===== config.mk =====
export PLATFORM = sky130hd
export DESIGN_NAME = bch_wrapper_encoder
export DESIGN_NICKNAME = d
export VERILOG_FILES = /design/src/rtl/bch_wrapper_encoder.sv
export SDC_FILE = /design/constraint.sdc
export NUM_CORES = 1
export LEC_CHECK = 0
export ABC_AREA = 1
export BUFFER_PORTS_ARGS = -buffer_cell sky130_fd_sc_hd__buf_2
export CAP_MARGIN = 40
export CORE_ASPECT_RATIO = 0.6
export CORE_MARGIN = 2
export CORE_UTILIZATION = 50
export CTS_CLUSTER_SIZE = 25
export DETAILED_ROUTE_END_ITERATION = 10
export GPL_TIMING_DRIVEN = 1
export HOLD_SLACK_MARGIN = 0.05
export PLACE_DENSITY = 0.81
export SLEW_MARGIN = 20
export SYNTH_ARGS = -nofsm -noshare
export SYNTH_HDL_FRONTEND = slang
export SYNTH_SLANG_ARGS = --single-unit

===== constraint.sdc =====
create_clock -name I_clk -period 2.7 [get_ports I_clk]
set_clock_uncertainty 0.05 [all_clocks]
set_input_delay 0.27 -clock I_clk [delete_from_list [all_inputs] [get_ports I_clk]]
set_output_delay 0.27 -clock I_clk [all_outputs]
set_load 0.01 [all_outputs]

===== src/rtl/bch_wrapper_encoder.sv =====
// Systematic BCH encoder: shifts a latched message MSB-first through the
// generator-polynomial LFSR and presents {message, parity} with a ready level.
module bch_wrapper_encoder #(
  parameter int unsigned             DATA_BITS = 5,
  parameter int unsigned             ECC_BITS  = 10,
  parameter logic [ECC_BITS:0]       GEN_POLY  = 11'h537,
  parameter int unsigned             BITS      = 1
) (
  input  logic                          I_clk,
  input  logic                          I_rst_n,
  input  logic                          I_en,
  input  logic                          I_start,
  input  logic [DATA_BITS-1:0]          I_data,
  output logic [DATA_BITS+ECC_BITS-1:0] O_data,
  output logic                          O_ready,
  output logic                          O_busy
);

  localparam int unsigned STEPS = DATA_BITS / BITS;
  localparam int unsigned CNT_W = $clog2(STEPS + 1);
  localparam logic [CNT_W-1:0] LAST_STEP = CNT_W'(STEPS - 1);

  typedef enum logic [1:0] {
    IDLE  = 2'd0,
    SHIFT = 2'd1,
    DONE  = 2'd2
  } state_t;

  state_t               state, state_nxt;
  logic [DATA_BITS-1:0] msg;
  logic [DATA_BITS-1:0] shreg;
  logic [ECC_BITS-1:0]  lfsr, lfsr_nxt;
  logic [CNT_W-1:0]     cnt;
  logic                 fb;

  // BITS message bits folded into the LFSR per enabled cycle, MSB first
  always_comb begin
    fb       = 1'b0;
    lfsr_nxt = lfsr;
    for (int unsigned i = 0; i < BITS; i++) begin
      fb       = shreg[DATA_BITS-1-i] ^ lfsr_nxt[ECC_BITS-1];
      lfsr_nxt = {lfsr_nxt[ECC_BITS-2:0], 1'b0} ^ (fb ? GEN_POLY[ECC_BITS-1:0] : '0);
    end
  end

  always_comb begin
    state_nxt = state;
    case (state)
      IDLE:    if (I_en && I_start)            state_nxt = SHIFT;
      SHIFT:   if (I_en && (cnt == LAST_STEP)) state_nxt = DONE;
      DONE:    if (I_en)                       state_nxt = IDLE;
      default:                                 state_nxt = IDLE;
    endcase
  end

  always_ff @(posedge I_clk or negedge I_rst_n) begin
    if (!I_rst_n) begin
      state <= IDLE;
    end else begin
      state <= state_nxt;
    end
  end

  always_ff @(posedge I_clk or negedge I_rst_n) begin
    if (!I_rst_n) begin
      msg     <= '0;
      shreg   <= '0;
      lfsr    <= '0;
      cnt     <= '0;
      O_data  <= '0;
      O_ready <= 1'b0;
      O_busy  <= 1'b0;
    end else if (I_en) begin
      case (state)
        IDLE: begin
          if (I_start) begin
            msg     <= I_data;
            shreg   <= I_data;
            lfsr    <= '0;
            cnt     <= '0;
            O_ready <= 1'b0;
            O_busy  <= 1'b1;
          end
        end
        SHIFT: begin
          lfsr  <= lfsr_nxt;
          shreg <= shreg << BITS;
          cnt   <= cnt + 1'b1;
        end
        DONE: begin
          O_data  <= {msg, lfsr};
          O_ready <= 1'b1;
          O_busy  <= 1'b0;
        end
        default: ;
      endcase
    end
  end

endmodule


==> impl_metrics.toml, run 1 <==
[routing]
drt-wirelength-per-cell_um = 12.5
first_pass_iters = 4
vias_per_cell = 4.95
vias = 1375
first_iter_violations = 104
drt_wl_total_um = 3480
ant_nets = 0
post-route-drc-count = 0

[die]
dieArea_um2 = 4040
die_h_um = 50.0
core_um2 = 3320
fp-row-count = 16
die_w_um = 80.7
ios = 26
start_util_pct = 53.1

[sta]
setup_violations = 0
fmax_mhz = 650
tns_ns = 0
rsz0062_at_grt = "false"
slew_headroom_pct = 65.4
post-route-period-util_pct = 57.0
tightest_slew_ns = 0.519
fin_ws_ns = 1.16
hold_viol_final = 0
post-route-min-period_ns = 1.54
drv_slew = 0

[critical_path]
endpoint_kind = "flop"
cpMostUsedCell = "nand2_1"
crit_arrival_ns = 1.66
crit_required_ns = 2.82
path_max_fanout = 13
cp_cell_sequence = "inv_1, nand2_1, nor2_2, inv_2, nand2_1, nand3_1"
criticalPathCategory = "reg -> reg"
cpPeakStageDelay_ns = 0.43
critPathSlowestCell = "dfrtp_1"
start_kind = "flop"

[final_layout]
post-route-util_pct = 61.6
final_cell_mix = "nand2_1, dfrtp_1, o21ai_0"
drive_above_1_share_pct = 16.3
area.growth.synth_to_final_pct = 16.0
design_area_um2 = 2050
layout.nets = 243
n_antenna_cell = 0
final_common_cell = "nand2_1"

[clock_network]
cts.sinks = 42
insertion_delay_ns = 0.30
cts.repair.resized = 0
ctsLongestPathBuffers = 2
cts_buffers = 5
htreeDepth = 2
cts_root_buffer = "clkbuf_8"
clkSlewWorstSetupHoldPaths_ns = 0.09
ctsHoldBuffers = 1
post_cts_buffers = 0
cts_tree = "done"

[hold_path]
hold_path_class = "in -> reg"

[global_route]
antenna_found_initial = 0
grt_overflow_total = 0
grt_pass1_vias = 1218
grt_max_degree = 30
grt_first_pass_wirelength_um = 5920
grt_usage_pct = 19.6

[logic_synthesis]
synthCells = 202
synth_area_um2 = 1760
ys_seq_elements = 42
ys_types = 16
syn_area_per_cell_um2 = 8.73
yosysWarnings = 0
syn-num-nets = 213
seq_area_frac_synth_pct = 59.6

[power]
ir_drop_v = 0.000393
p_per_area_nw_per_um2 = 1040
leakagePower_nw = 1.10
power_mw = 2.14

[placed_design]
gp_congestion = 0.846
portBuffers = 25
pre_cts_ws_ns = 1.21
place_area_um2 = 1940
hpwl_um = 2530

[run]
cap_violations = 0

[run_status]
status = "complete, no violations"
[where the power goes]
part           switching (mW)  internal [mW]  total, mW  leakage [nW]
clock                   0.227          0.186      0.414        0.0447
combinational           0.456          0.255      0.711         0.507
sequential              0.137          0.874       1.01         0.549
[routing by layer]
layer  up-vias  track usage, %  part of all wire [%]
met4         0            5.37                  0.63
met5         -               0                     0
li1        698               -                     -
met1       631            31.1                    53
met2        42            25.6                    40
met3         4            5.68                   6.3
[sequential cells by signal (all words and copies together) (netlist names)]
register,cells
O_busy,1
O_data,15
O_ready,1
cnt,3
lfsr,10
msg,5
shreg,5
state,2
[critical path: cells and delay by family, from the launching register on]
kind | cells | cell delay (ns)
buffers and inverters | 2 | 0.30
AND/OR/NAND/NOR | 4 | 0.64
flip-flops | 1 | 0.43
[synthesized netlist by cell type]
library cell	count	area (um^2)
nand2_1	68	255
dfrtp_1	42	1050
o21ai_0	30	150
inv_1	24	90.1
nand3_1	22	110
nor2_1	3	11.3
buf_2	2	10.0
buf_4	2	15.0
ha_1	2	25.0
a21boi_0	1	7.51
clkbuf_2	1	5.00
clkinv_1	1	3.75
inv_2	1	3.75
nor2_2	1	6.26
nor2_4	1	11.3
xor2_1	1	8.76
[kinds of logic after synthesis]
family	after synthesis	share of synthesized area (%)
AOI/OAI and AO/OA	31	8.94
xor gates and xnor gates	1	0.497
adders and majority gates	2	1.42
buffers and inverters	31	7.23
DFF	42	59.6
and+or+nand+nor	95	22.3
[metrics by stage]
stage                     std cells  hold slack, ns
final                           278           0.150
after global routing            278           0.139
after CTS                       278           0.138
after detailed placement        269           0.137
after global placement          268           0.398
after floorplan                 202         -0.0756
[cell type report]
class                   instances  area, um^2
fillers                       280        1280
flip-flops and latches         42        1050
multi-input cells             129         586
repair buffers                 28         163
inverters                      26        97.6
clock buffers                   5        68.8
well taps                      45        56.3
clock inverters                 3        25.0
[worst paths after layout]
path	from	endpoint	slack, ns	cells after the start
max	state[1]$_DFFE_PN0P_	shreg[4]$_DFFE_PN0P_	1.16	6
min	I_data[1]	msg[1]$_DFFE_PN0P_	0.15	3
max reg2reg	state[1]$_DFFE_PN0P_	shreg[4]$_DFFE_PN0P_	1.16	6
min reg2reg	O_ready$_DFFE_PN0P_	O_ready$_DFFE_PN0P_	0.43	2
max in group asynchronous	I_rst_n	lfsr[7]$_DFFE_PN0P_	1.79	3
min in group asynchronous	I_rst_n	O_data[11]$_DFFE_PN0P_	0.34	2
Power figures use the tool's default switching activity.
==> run 2: changes to the inputs <==
==> constraint.sdc (replaced) <==
create_clock -name I_clk -period 1.5 [get_ports I_clk]
set_clock_uncertainty 0.05 [all_clocks]
set_input_delay 0.15 -clock I_clk [delete_from_list [all_inputs] [get_ports I_clk]]
set_output_delay 0.15 -clock I_clk [all_outputs]
set_load 0.01 [all_outputs]
==> run 2 against run 1 <==
Final cell count rose by 1.1%. Worst setup slack got worse by 0.94 ns. First-iteration DRC count rose by 1.9%. Critical endpoint is now lfsr[7]$_DFFE_PN0P_. Largest cell class unchanged. Largest power group unchanged. Highest routed layer unchanged.
==> impl_metrics.toml, run 2 (synthesis gave the netlist of run 1 again) <==
[run_status]
status = "complete, no violations"

[die]
ios = 26
start_util_pct = 53.1
die_w_um = 80.7
core_um2 = 3320
fp-row-count = 16
dieArea_um2 = 4040
die_h_um = 50.0

[final_layout]
seq_area_um2 = 1050
multiInputGateArea_um2 = 586
final_common_cell = "nand2_1"
max_flop_register = "O_data"
area.growth.synth_to_final_pct = 17.2
drive_above_1_share_pct = 16.1
final_cell_mix = "nand2_1, dfrtp_1, o21ai_0"
top_regs = "O_data: 15 flops, lfsr: 10 flops"
largest_reg_flops = 15
fill_cells = 283
layout.nets = 246
n_antenna_cell = 0
fin_cells = 281

[clock_network]
ctsHoldBuffers = 3
clkSlewWorstSetupHoldPaths_ns = 0.08
insertion_delay_ns = 0.29
post_cts_buffers = 0
cts.repair.resized = 0
cts_root_buffer = "clkbuf_8"
cts_tree = "done"
ctsLongestPathBuffers = 2
cts_buffers = 5
htreeDepth = 2
cts.sinks = 42

[critical_path]
crit_arrival_ns = 1.42
endpoint_kind = "flop"
criticalPathCategory = "reg -> reg"
critPathTopFamily = "simple AND/OR/NAND/NOR gates"
crit_start = "state[1]$_DFFE_PN0P_"
worst-path-buf-inv = 1
cpMostUsedCell = "nand2_1"
cp_cell_sequence = "inv_1, nand2_1, nor2_4, nand2_1, o21ai_0"
r2r_start = "state[1]$_DFFE_PN0P_"
cp_num_cells = 5
crit_required_ns = 1.64
cpPeakStageDelay_ns = 0.42
start_kind = "flop"
reg2regPathDepth = 5
path_max_fanout = 13
critPathSlowestCell = "dfrtp_1"

[routing]
vias = 1391
first_iter_violations = 106
vias_per_cell = 4.95
drt-wirelength-per-cell_um = 12.1
drt_wl_total_um = 3410
ant_nets = 0
post-route-drc-count = 0
first_pass_iters = 4

[global_route]
grt_max_degree = 33
antenna_found_initial = 0
grt_pass1_vias = 1299
grt_overflow_total = 0
grt_first_pass_wirelength_um = 5900
grt_usage_pct = 19.4

[hold_path]
hold_path_class = "in -> reg"
holdPathStages = 3
hp-start = "I_data[0]"

[power]
leakagePower_nw = 1.11
p_per_area_nw_per_um2 = 1840
power_mw = 3.79
ir_drop_v = 0.000814

[run]
cap_violations = 0

[placed_design]
hpwl_um = 2490
gp_congestion = 0.896
dp_cells = 270
portBuffers = 25

[sta]
whs_ns = 0.0627
rsz0062_at_grt = "false"
drv_slew = 0
setup_violations = 0
tns_ns = 0
hold_viol_final = 0
slew_headroom_pct = 73.4
post-route-period-util_pct = 85.2
tightest_slew_ns = 0.399
fmax_mhz = 783
post-route-min-period_ns = 1.28
==> run 2: cell count changes in the layout (fill, tap and decap cells not counted) <==
cell,before,now
clkinvlp_4,1,0
buf_4,1,2
clkbuf_1,0,1
dlygate4sd3_1,1,3
clkinv_2,0,1
inv_6,1,0
==> run 2: worst reg2reg max path, cell delays in order, from the launching register on <==
cell	delay (ns)
dfrtp_1	0.42
inv_1	0.08
nand2_1	0.16
nor2_4	0.29
nand2_1	0.09
o21ai_0	0.10
==> run 2: worst paths after layout <==
check                                          to  slack [ns]
max in group asynchronous     lfsr[7]$_DFFE_PN0P_        0.66
hold / removal               shreg[0]$_DFFE_PN0P_        0.06
setup reg to reg              lfsr[7]$_DFFE_PN0P_        0.22
hold reg to reg               O_ready$_DFFE_PN0P_        0.42
setup / recovery              lfsr[7]$_DFFE_PN0P_        0.22
min in group asynchronous  O_data[11]$_DFFE_PN0P_        0.27
==> run 2: per-stage QoR <==
stage | instance area, um^2 | utilization [%] | setup slack [ns]
4_1_cts | 2070 | 62.2 | 0.227
3_3_place_gp | 1950 | 58.7 | 0.297
5_1_grt | 2070 | 62.2 | 0.103
2_1_floorplan | 1760 | - | 0.396
6_report | 2070 | 62.2 | 0.222
3_5_place_dp | 1950 | 58.7 | 0.250
==> run 2: report_power, final <==
group	internal, mW	leakage (nW)	switching (mW)	total, mW
Clock	0.328	0.0452	0.365	0.693
Sequential	1.57	0.549	0.246	1.82
Combinational	0.469	0.520	0.811	1.28
==> run 2: cell type report <==
type / count / share of cell area, %
clock buffer: 6 / 3.51
tap: 45 / 2.72
clock inverter: 2 / 0.666
sequential: 42 / 50.8
inverter: 26 / 4.72
timing repair buffer: 31 / 9.20
multi-input combinational: 129 / 28.3
==> run 2: routing by layer <==
layer / global-route usage, % / vias up / wire [um]
met5: 0 / - / 0
met4: 5.08 / 0 / 12
met3: 6.96 / 2 / 304
met1: 27.9 / 634 / 1640
met2: 28.1 / 53 / 1450
li1: - / 702 / -
==> run 3: changes to the inputs <==
==> constraint.sdc (replaced) <==
create_clock -name I_clk -period 1.6 [get_ports I_clk]
set_clock_uncertainty 0.05 [all_clocks]
set_input_delay 0.16 -clock I_clk [delete_from_list [all_inputs] [get_ports I_clk]]
set_output_delay 0.16 -clock I_clk [all_outputs]
set_load 0.01 [all_outputs]
==> run 3 against run 2 <==
Wire length grew 2.4%. Register-to-register slack better by 0.098 ns. Maximum frequency decreased by 0.19%. Design area down 0.42%. Flip-flop and latch count unchanged. Clock power rose by 18%. Critical path depth did not move. Sequential power is 6% lower. Via count up 0.14%. First-iteration DRC count rose by 7.5%. Critical endpoint is now shreg[4]$_DFFE_PN0P_.
==> impl_metrics.toml, run 3 (synthesis gave the netlist of run 1 again) <==
[run_status]
status = "complete, no violations"

[placed_design]
gp_congestion = 0.885
hpwl_um = 2510
pre_cts_ws_ns = 0.323
portBuffers = 25

[final_layout]
drive_above_1_share_pct = 16.2
final_common_cell = "nand2_1"
max_flop_register = "O_data"
layout.nets = 244
top_regs = "O_data: 15 flops, lfsr: 10 flops"
largest_reg_flops = 15
n_antenna_cell = 0
area.growth.synth_to_final_pct = 16.7
final_cell_mix = "nand2_1, dfrtp_1, o21ai_0"

[clock_network]
cts_tree = "done"
insertion_delay_ns = 0.29
cts.repair.resized = 0
ctsHoldBuffers = 1
htreeDepth = 2
cts_buffers = 5
post_cts_buffers = 0
ctsLongestPathBuffers = 2
clkSlewWorstSetupHoldPaths_ns = 0.08
cts_root_buffer = "clkbuf_8"
cts.sinks = 42

[global_route]
grt_pass1_vias = 1277
grt_usage_pct = 19.9
grt_max_degree = 43
grt_first_pass_wirelength_um = 5920
antenna_found_initial = 0
grt_overflow_total = 0

[critical_path]
cp_cell_sequence = "inv_1, nand2_1, nor2_4, nand2_1, nand3_1"
path_max_fanout = 13
cpPeakStageDelay_ns = 0.42
endpoint_kind = "flop"
criticalPathCategory = "reg -> reg"
critPathTopFamily = "simple AND/OR/NAND/NOR gates"
critPathSlowestCell = "dfrtp_1"
rrSetupSlack_ns = 0.32
crit_required_ns = 1.78
start_kind = "flop"
crit_arrival_ns = 1.46
cpMostUsedCell = "nand2_1"
worst-path-buf-inv = 1

[sta]
fin_ws_ns = 0.320
drv_slew = 0
slew_headroom_pct = 66.0
post-route-min-period_ns = 1.28
post-route-period-util_pct = 80.0
hold_viol_final = 0
tns_ns = 0
setup_violations = 0
rsz0062_at_grt = "false"
tightest_slew_ns = 0.511
fmax_mhz = 781

[routing]
vias_per_cell = 4.99
vias = 1393
first_iter_violations = 114
drt-wirelength-per-cell_um = 12.5
first_pass_iters = 4
drt_wl_total_um = 3490
ant_nets = 0
post-route-drc-count = 0

[die]
die_w_um = 80.7
dieArea_um2 = 4040
die_h_um = 50.0
start_util_pct = 53.1
fp-row-count = 16
ios = 26
core_um2 = 3320

[power]
ir_drop_v = 0.00111
p_per_area_nw_per_um2 = 1810
leakagePower_nw = 1.11

[run]
cap_violations = 0

[hold_path]
hold_path_class = "in -> reg"
[run 3: cell count changes in the layout (fill, tap and decap cells not counted), sizes merged]
cell | before | now
bufinv | 0 | 1
clkinv | 3 | 1
clkinvlp | 0 | 1
dlygate4sd3 | 3 | 1
[run 3: final timing paths]
check,start,to,cells past startpoint
min reg2reg,O_ready$_DFFE_PN0P_,O_ready$_DFFE_PN0P_,2
min,I_data[3],msg[3]$_DFFE_PN0P_,3
min in group asynchronous,I_rst_n,O_data[11]$_DFFE_PN0P_,3
max in group asynchronous,I_rst_n,lfsr[4]$_DFFE_PN0P_,3
max reg2reg,state[1]$_DFFE_PN0P_,shreg[4]$_DFFE_PN0P_,5
max,state[1]$_DFFE_PN0P_,shreg[4]$_DFFE_PN0P_,5
[run 3: power by group]
group          switching [mW]  internal [mW]
clock network           0.350          0.465
logic                   0.776          0.437
registers               0.230           1.48
total                    1.36           2.38
[run 3: worst reg2reg max path: stages, from the launching register on]
cell	delay [ns]
dfrtp_1	0.42
inv_1	0.08
nand2_1	0.15
nor2_4	0.29
nand2_1	0.13
nand3_1	0.10
[run 3: per-layer routing]
layer | wire length, um | GRT usage [%] | share of wire [%] | up-vias
li1 | - | - | - | 692
met2 | 1450 | 27.8 | 42 | 43
met3 | 241 | 6.23 | 6.9 | 6
met5 | 0 | 0 | 0 | -
met1 | 1760 | 30.2 | 51 | 652
met4 | 32 | 5.08 | 0.92 | 0
[run 3: layout make-up]
type | count | area, um^2
clock buffers | 6 | 72.6
multi-input cells | 129 | 586
fillers | 293 | 1260
clock inverters | 2 | 37.5
flip-flops and latches | 42 | 1050
inverters | 26 | 97.6
repair buffers | 29 | 158
well taps | 45 | 56.3
[run 3: through the flow]
stage | instance area (um^2) | instances | util, % | power (mW) | hold slack, ns
2_1_floorplan | 1760 | 202 | - | 2.51 | -0.186
3_3_place_gp | 1940 | 270 | 58.3 | 2.86 | 0.202
3_5_place_dp | 1940 | 270 | 58.3 | 2.93 | 0.200
4_1_cts | 2060 | 279 | 61.9 | 3.75 | 0.0584
5_1_grt | 2060 | 279 | 61.9 | 4.04 | 0.0774
6_report | 2060 | 279 | 61.9 | 3.73 | 0.0645
